[src/rtl/tcam_search.sv]
// tcam_search
//   Read-side search engine for the TCAM entry RAM. A key is accepted over a
//   valid/ready handshake. Every RAM address is then swept through the RAM's
//   synchronous read port. Each returned entry is a ternary {care-mask, value}
//   pair. The block reports hit, the lowest matching address and the number of
//   matches over a second valid/ready handshake.
//
// Ports
//   clk, rst_n                  clock, asynchronous active-low reset
//   key_valid/key_ready, key    search key handshake (ready only in IDLE)
//   rd_addr                     registered RAM read address
//   rd_data                     RAM read data, one cycle after rd_addr
//                               {mask[2K-1:K], value[K-1:0]}
//   result_valid/result_ready   result handshake
//   hit, match_addr, match_count  search result, held until accepted
module tcam_search #(
  parameter int KEY_WIDTH  = 8,
  parameter int ADDR_WIDTH = 4
) (
  input  logic                    clk,
  input  logic                    rst_n,
  input  logic                    key_valid,
  output logic                    key_ready,
  input  logic [KEY_WIDTH-1:0]    key,
  output logic [ADDR_WIDTH-1:0]   rd_addr,
  input  logic [2*KEY_WIDTH-1:0]  rd_data,
  output logic                    result_valid,
  input  logic                    result_ready,
  output logic                    hit,
  output logic [ADDR_WIDTH-1:0]   match_addr,
  output logic [ADDR_WIDTH:0]     match_count
);

  typedef enum logic [1:0] {
    IDLE = 2'd0,
    SCAN = 2'd1,
    DONE = 2'd2
  } state_t;

  localparam logic [ADDR_WIDTH-1:0] LAST_ADDR = {ADDR_WIDTH{1'b1}};

  state_t                  state_r;
  state_t                  state_s;
  logic                    accept_s;
  logic                    match_s;
  logic [KEY_WIDTH-1:0]    key_q;
  // issue_r: rd_addr currently presents a real address to the RAM.
  // cv_r: rd_data this cycle belongs to a real address (addr_q_r).
  logic                    issue_r;
  logic                    cv_r;
  logic [ADDR_WIDTH-1:0]   addr_q_r;

  // Ternary compare: only bits with a set care-mask bit must agree.
  function automatic logic ternary_match(input logic [2*KEY_WIDTH-1:0] entry,
                                         input logic [KEY_WIDTH-1:0]   k);
    return (((entry[KEY_WIDTH-1:0] ^ k) & entry[2*KEY_WIDTH-1:KEY_WIDTH])
            == {KEY_WIDTH{1'b0}});
  endfunction

  assign match_s = ternary_match(rd_data, key_q);

  // Next-state decode and key-accept strobe.
  always_comb begin
    state_s  = state_r;
    accept_s = 1'b0;
    case (state_r)
      IDLE: begin
        if (key_valid) begin
          state_s  = SCAN;
          accept_s = 1'b1;
        end else begin
          state_s  = IDLE;
        end
      end
      SCAN: begin
        // Leave once the compare of the last entry is being registered.
        if (cv_r && (addr_q_r == LAST_ADDR)) begin
          state_s = DONE;
        end else begin
          state_s = SCAN;
        end
      end
      DONE: begin
        if (result_ready) begin
          state_s = IDLE;
        end else begin
          state_s = DONE;
        end
      end
      default: state_s = IDLE;
    endcase
  end

  // State register with registered handshake outputs decoded from next state.
  always_ff @(posedge clk or negedge rst_n) begin
    if (!rst_n) begin
      state_r      <= IDLE;
      key_ready    <= 1'b1;
      result_valid <= 1'b0;
    end else begin
      state_r      <= state_s;
      key_ready    <= (state_s == IDLE);
      result_valid <= (state_s == DONE);
    end
  end

  // Address sweep, compare-valid pipeline and result accumulators.
  always_ff @(posedge clk or negedge rst_n) begin
    if (!rst_n) begin
      key_q       <= {KEY_WIDTH{1'b0}};
      rd_addr     <= {ADDR_WIDTH{1'b0}};
      issue_r     <= 1'b0;
      cv_r        <= 1'b0;
      addr_q_r    <= {ADDR_WIDTH{1'b0}};
      hit         <= 1'b0;
      match_addr  <= {ADDR_WIDTH{1'b0}};
      match_count <= {(ADDR_WIDTH+1){1'b0}};
    end else if (accept_s) begin
      key_q       <= key;
      rd_addr     <= {ADDR_WIDTH{1'b0}};
      issue_r     <= 1'b0;
      cv_r        <= 1'b0;
      addr_q_r    <= {ADDR_WIDTH{1'b0}};
      hit         <= 1'b0;
      match_addr  <= {ADDR_WIDTH{1'b0}};
      match_count <= {(ADDR_WIDTH+1){1'b0}};
    end else if (state_r == SCAN) begin
      cv_r     <= issue_r;
      addr_q_r <= rd_addr;
      // The first SCAN cycle only starts issuing (address 0 is held one
      // extra cycle); issuing stops after the last address has been sent.
      if (!issue_r && !cv_r) begin
        issue_r <= 1'b1;
      end else if (issue_r && (rd_addr == LAST_ADDR)) begin
        issue_r <= 1'b0;
      end
      if (issue_r && (rd_addr != LAST_ADDR)) begin
        rd_addr <= rd_addr + {{(ADDR_WIDTH-1){1'b0}}, 1'b1};
      end
      if (cv_r && match_s) begin
        match_count <= match_count + {{ADDR_WIDTH{1'b0}}, 1'b1};
        // First match seen is the lowest address since the sweep ascends.
        if (!hit) begin
          hit        <= 1'b1;
          match_addr <= addr_q_r;
        end
      end
    end else begin
      issue_r <= 1'b0;
      cv_r    <= 1'b0;
    end
  end

endmodule

[config.mk]
export PLATFORM = sky130hd
export DESIGN_NAME = tcam_search
export DESIGN_NICKNAME = d
export VERILOG_FILES = /design/src/rtl/tcam_search.sv
export SDC_FILE = /design/constraint.sdc
export NUM_CORES = 1
export LEC_CHECK = 0
export ABC_AREA = 1
export BUFFER_PORTS_ARGS = -buffer_cell sky130_fd_sc_hd__buf_2
export CAP_MARGIN = 20
export CORE_ASPECT_RATIO = 1.4
export CORE_MARGIN = 8
export CORE_UTILIZATION = 55
export CTS_CLUSTER_DIAMETER = 80
export DETAILED_ROUTE_END_ITERATION = 10
export GPL_TIMING_DRIVEN = 0
export PLACE_DENSITY_LB_ADDON = 0.05
export RECOVER_POWER = 50
export SLEW_MARGIN = 20
export SYNTH_ARGS = -nofsm -noshare
export SYNTH_HDL_FRONTEND = slang
export SYNTH_SLANG_ARGS = --single-unit
[constraint.sdc]
create_clock -name clk -period 2.9 [get_ports clk]
set_clock_uncertainty 0.15 [all_clocks]
set_input_delay 0 -clock clk [delete_from_list [all_inputs] [get_ports clk]]
set_output_delay 0 -clock clk [all_outputs]
set_load 0.01 [all_outputs]
# After elaboration in Yosys (flattened, before gate mapping)
# Cells that the tools add are included.
[totals]
ff_bits = 32
elab_cells = 66
input_bits = 28
output_inout_bits = 16
[op_classes]
add_sub_neg = 2
mux = 27
n_reduce_logical = 16
bitwise = 2
n_eq_ne = 8
[ops]
columns = ["op", "n"]
rows = [
  ["4-bit 2-to-1 mux", 9],
  ["5-bit 2-to-1 mux", 3],
  ["1-bit 2-to-1 mux", 12],
  ["8-bit AND", 1],
  ["4-bit equality test, second input constant", 2],
  ["8-bit logical NOT", 1],
  ["8-bit bitwise XOR", 1],
  ["2-bit one-hot mux with 3 select lines", 1],
  ["2-bit nonzero test", 3],
  ["5-bit by 1-bit adder with 5-bit output, second input constant", 1],
  ["1-bit logical AND", 5],
  ["4-bit by 1-bit adder with 4-bit output, second input constant", 1],
  ["2-bit equality test, second input constant", 2],
  ["2-bit logical NOT", 2],
  ["2-bit 2-to-1 mux", 2],
  ["4-bit by 2-bit inequality test with 1-bit output, second input constant", 1],
  ["4-bit inequality test, second input constant", 1],
  ["2-bit AND reduction", 2],
  ["3-bit AND reduction", 1],
  ["2-bit by 1-bit equality test with 1-bit output, second input constant", 1],
  ["1-bit logical NOT", 2],
  ["2-bit by 1-bit inequality test with 1-bit output, second input constant", 1],
]

# Logic depth before layout (Yosys ltp)
[logic_depth]
ltp_word = 7
ltp_mapped = 10
mapped_depth_nobuf = 10

# Worst setup path before layout
# No wires, ideal clock.
[synth_timing]
kind = "reg2reg"
start = "register rd_addr[0]"
end = "register rd_addr[3]"
setup_ns = 0.122
arrival_ns = 1.192
path_slack_ns = 1.436
path_stages_with_launch = 8
path_buffers = 0
period_less_slack_ns = 1.464
path_cell_list = "dfrtp_1 ha_1 nand3_1 nand3_2 nor2_1 nand3_1 o21ai_1 a21oi_1"
[synth_via]
elab_chain_len = 4
[synth_rtl]
columns = ["element", "line_no", "text"]
rows = [
  ["start, declared", "25", "output logic [ADDR_WIDTH-1:0] rd_addr,"],
  ["start signal, assigned", "111", "rd_addr <= {ADDR_WIDTH{1'b0}};"],
  ["start signal, assigned", "120", "rd_addr <= {ADDR_WIDTH{1'b0}};"],
  ["start signal, assigned", "138", "rd_addr <= rd_addr + {{(ADDR_WIDTH-1){1'b0}}, 1'b1};"],
  ["4-bit by 1-bit adder with 4-bit output / 4-bit inequality test (equally long branches)", "138, 137", ""],
  ["4-bit 2-to-1 mux / 1-bit logical AND (equally long branches)", "137", "if (issue_r && (rd_addr != LAST_ADDR)) begin"],
  ["4-bit 2-to-1 mux / 2-bit nonzero test (equally long branches)", "n/a", ""],
  ["4-bit 2-to-1 mux / 2-bit AND reduction (equally long branches)", "n/a", ""],
]
# Several ways; a longest one is shown, not always the timed one. The select of a mux whose other input is x is not followed.
# A chain may end at the register's enable or synchronous reset.

==> summary.txt <==
GRT
  – Met2 Usage GRT: 29.7%
  – Vias in the first global route: 1454
  – First-pass GRT wire length: 6180 um
  – Largest net degree at the start of global routing: 33
  – Gr ovfl total: 0
  – Gr busiest metal: met2
  – Met3 GRT Util: 4.52%
  – Tot GR Track Use: 16.8%
  – Antenna violations before repair: 0
  – Met1 Use GR: 17.7%

Timing
  – FMAX: 0.540 GHz
  – Worst rel slew slack: -14.6%
  – Final hold vios: 0
  – Period minus WS final: 1850 ps
  – Max-slew violations: 33
  – Setup ws final: 1050 ps
  – Final TNS setup: 0 ps
  – Final period util: 63.9%
  – RSZ-0062 raised after global routing: false
  – Final number of setup-violating endpoints: 0
  – Tightest Pin Transition: 1720 ps

Placed design
  – Input/output buffers: 43
  – Placed cell area: 1830 um2
  – Placed Instances: 273
  – DP HPWL: 2670 um
  – Placement Setup Slack: 1340 ps
  – Routability Congestion: 0.841

Synth
  – #FFs+latches synth: 32
  – Main combinational cell family by area after synthesis: simple AND/OR/NAND/NOR gates
  – Synthesized-area fraction occupied by adder cells: 1.59%
  – Syn. warnings: 0
  – Number of enable flip-flop cells after synthesis: 0
  – Ys flop type: dfrtp_1
  – Xor/xnor share of the synthesized area: 1.67%
  – Synth Area in Simple Gates: 29.4%
  – Cells after synthesis: 193
  – Post-Syn Area: 1570 um2
  – Synth async-reset ratio: 100%
  – Cell variety after synth: 27
  – Syn_nets: 223
  – Area leader, netlist: dfrtp_1
  – Synth area leaders: dfrtp_1, nand2_1, inv_1, nor2_1, nand3_1
  – Complex-gate fraction of the synthesized area: 6.92%
  – Syn Area/Cell: 8.15 um2
  – Sequential share of the synthesized area: 51.0%
  – Post-synth top area share: 49.3%
  – Mux cell area share after synthesis: 0%

Final layout
  – Post-Layout Cell Count: 291
  – Commonest cells after routing, fill and taps aside: nand2_1, dfrtp_1, inv_1, buf_2, nor2_1
  – Nets: 283
  – ANT cells: 0
  – Finished Cell Area: 2010 um2
  – FILL cells: 245
  – Syn-to-layout area delta: 27.5%
  – Leading cell type in the layout, fill and taps excluded: nand2_1
  – Share of layout cells above drive strength 1: 19.7%

Die
  – Die ar.: 4850 um2
  – Core ar.: 2790 um2
  – DIE HEIGHT: 79.3 um
  – Initial Util: 56.3%
  – Die X: 61.2 um
  – Top Ports: 44
  – # rows: 23

Setup path
  – Slowest cell on the critical path: clkbuf_1
  – Critical R2R Launch: rd_addr[0]$_DFFE_PN0P_
  – Critical Path End Type: asynchronous set/reset pin
  – Crit path from: rst_n
  – Top delay family on crit path: buffers and inverters
  – Critical-path maximum fanout: 32
  – Critical path's largest stage delay: 1240 ps
  – WS Path Type: in -> async
  – CP arrival: 1770 ps
  – WP buf/inv: 2
  – CP required: 2820 ps
  – Startpoint types: primary input
  – Crit path cell chain: dlygate4sd3_1 -> clkbuf_1

Clock network
  – Cell chosen for the clock root: clkbuf_8
  – Worst-skew pair later-pin latency: 280 ps
  – Num CTS Buffers: 5
  – Clock slew at reported path FFs: 60 ps
  – TritonCTS clock tree: yes
  – Clk buf depth: 2
  – Post-CTS setup buffer count: 0
  – Clock sinks: 32
  – H-Tree Depth: 2

Status
  – Failing checks: capacitance limit, slew limit
  – Status: complete, but fails checks

Detailed routing
  – ANT nets after route: 0
  – Initial DRC count: 47
  – WL/cell: 12.7 um
  – Vias: 1410
  – # DRC: 0
  – DR pass1 iterations: 4
  – Vias/cell: 4.85
  – Detailed-route wire length: 3710 um

Power
  – Power per cell area: 906 nW/um2
  – Max rail drop VDD: 0.691 mV
  – Tot Pwr: 0.00182 W
  – Static Leak: 1.10 nW

Min path
  – Start point of the worst hold path: rd_data[8]
  – Worst Hold Class: in -> reg

Job
  – Max-cap check violation count: 1
-- synthesized netlist by cell type, types with 3 or more instances --
master / n
nand2_1: 57
dfrtp_1: 31
inv_1: 30
nor2_1: 19
nand3_1: 12
o21ai_0: 9
a21oi_1: 3
nor2_4: 3
o21ai_1: 3
o22ai_1: 3
xor2_1: 3
-- per-layer routing --
metal | vias to the layer above | part of all wire, %
met5 | - | 0
met2 | 34 | 54
met4 | 0 | 1.0
met3 | 4 | 6.6
li1 | 713 | -
met1 | 659 | 39
-- state kept, by name, summed over array words and instances (netlist names) --
signal,count
key_q,8
result_valid,1
match_count,5
hit,1
key_ready,1
cv_r,1
addr_q_r,4
issue_r,1
state_r,2
rd_addr,4
match_addr,4
-- power breakdown --
group          total [W]  switching [W]  internal (W)
Clock           0.000343       0.000154      0.000189
Sequential      0.000772       0.000130      0.000642
Combinational   0.000703       0.000445      0.000258
Total            0.00182       0.000729       0.00109
-- stage by stage --
step	hold WS, ps	utilization, %
finish	53.6	71.9
global route	97.6	71.9
CTS	50.6	72.6
detailed placement	-60.2	65.7
global placement	-70.8	65.7
floorplan	-446	-
-- cell families (layout without fill, tap and decap cells) --
family | count (synthesis) | after routing
AOI/OAI and AO/OA | 20 | 20
xor gates and xnor gates | 3 | 3
adders and majority gates | 2 | 2
buffers and inverters | 36 | 97
DFF | 32 | 32
and+or+nand+nor | 100 | 100
-- final timing paths --
path | endpoint | slack [ps] | cells after the start
max in group clk | rd_addr[3]$_DFFE_PN0P_ | 1330 | 7
worst max register to register | rd_addr[3]$_DFFE_PN0P_ | 1330 | 7
worst max-delay path | match_count[2]$_DFFE_PN0P_ | 1050 | 2
worst min-delay path | match_count[0]$_DFFE_PN0P_ | 50 | 6
min in group asynchronous | key_q[7]$_DFFE_PN0P_ | 560 | 2
worst min register to register | key_q[5]$_DFFE_PN0P_ | 350 | 2
-- timing repair --
action                    in CTS  in global routing
gates resized for setup        0                  0
hold endpoints to repair      42                  0
hold buffers                  10                  0
-- area by class of cell --
class / count / area (um2) / area share (%)
Inverter: 33 / 126 / 6.30
Clock buffer: 6 / 82.6 / 4.12
Clock inverter: 2 / 10.0 / 0.499
Sequential cell: 32 / 802 / 40.0
Tap cell: 37 / 46.3 / 2.31
Timing Repair Buffer: 53 / 294 / 14.7
Multi-Input combinational cell: 125 / 623 / 31.1
Buffer: 3 / 21.3 / 1.06
-- worst min-delay path: cells and delay by family --
kind | cells | cell delay (ps)
simple gates | 4 | 310
buf+inv | 1 | 80
compound gates | 1 | 60
(Power assumes the default switching activity.)
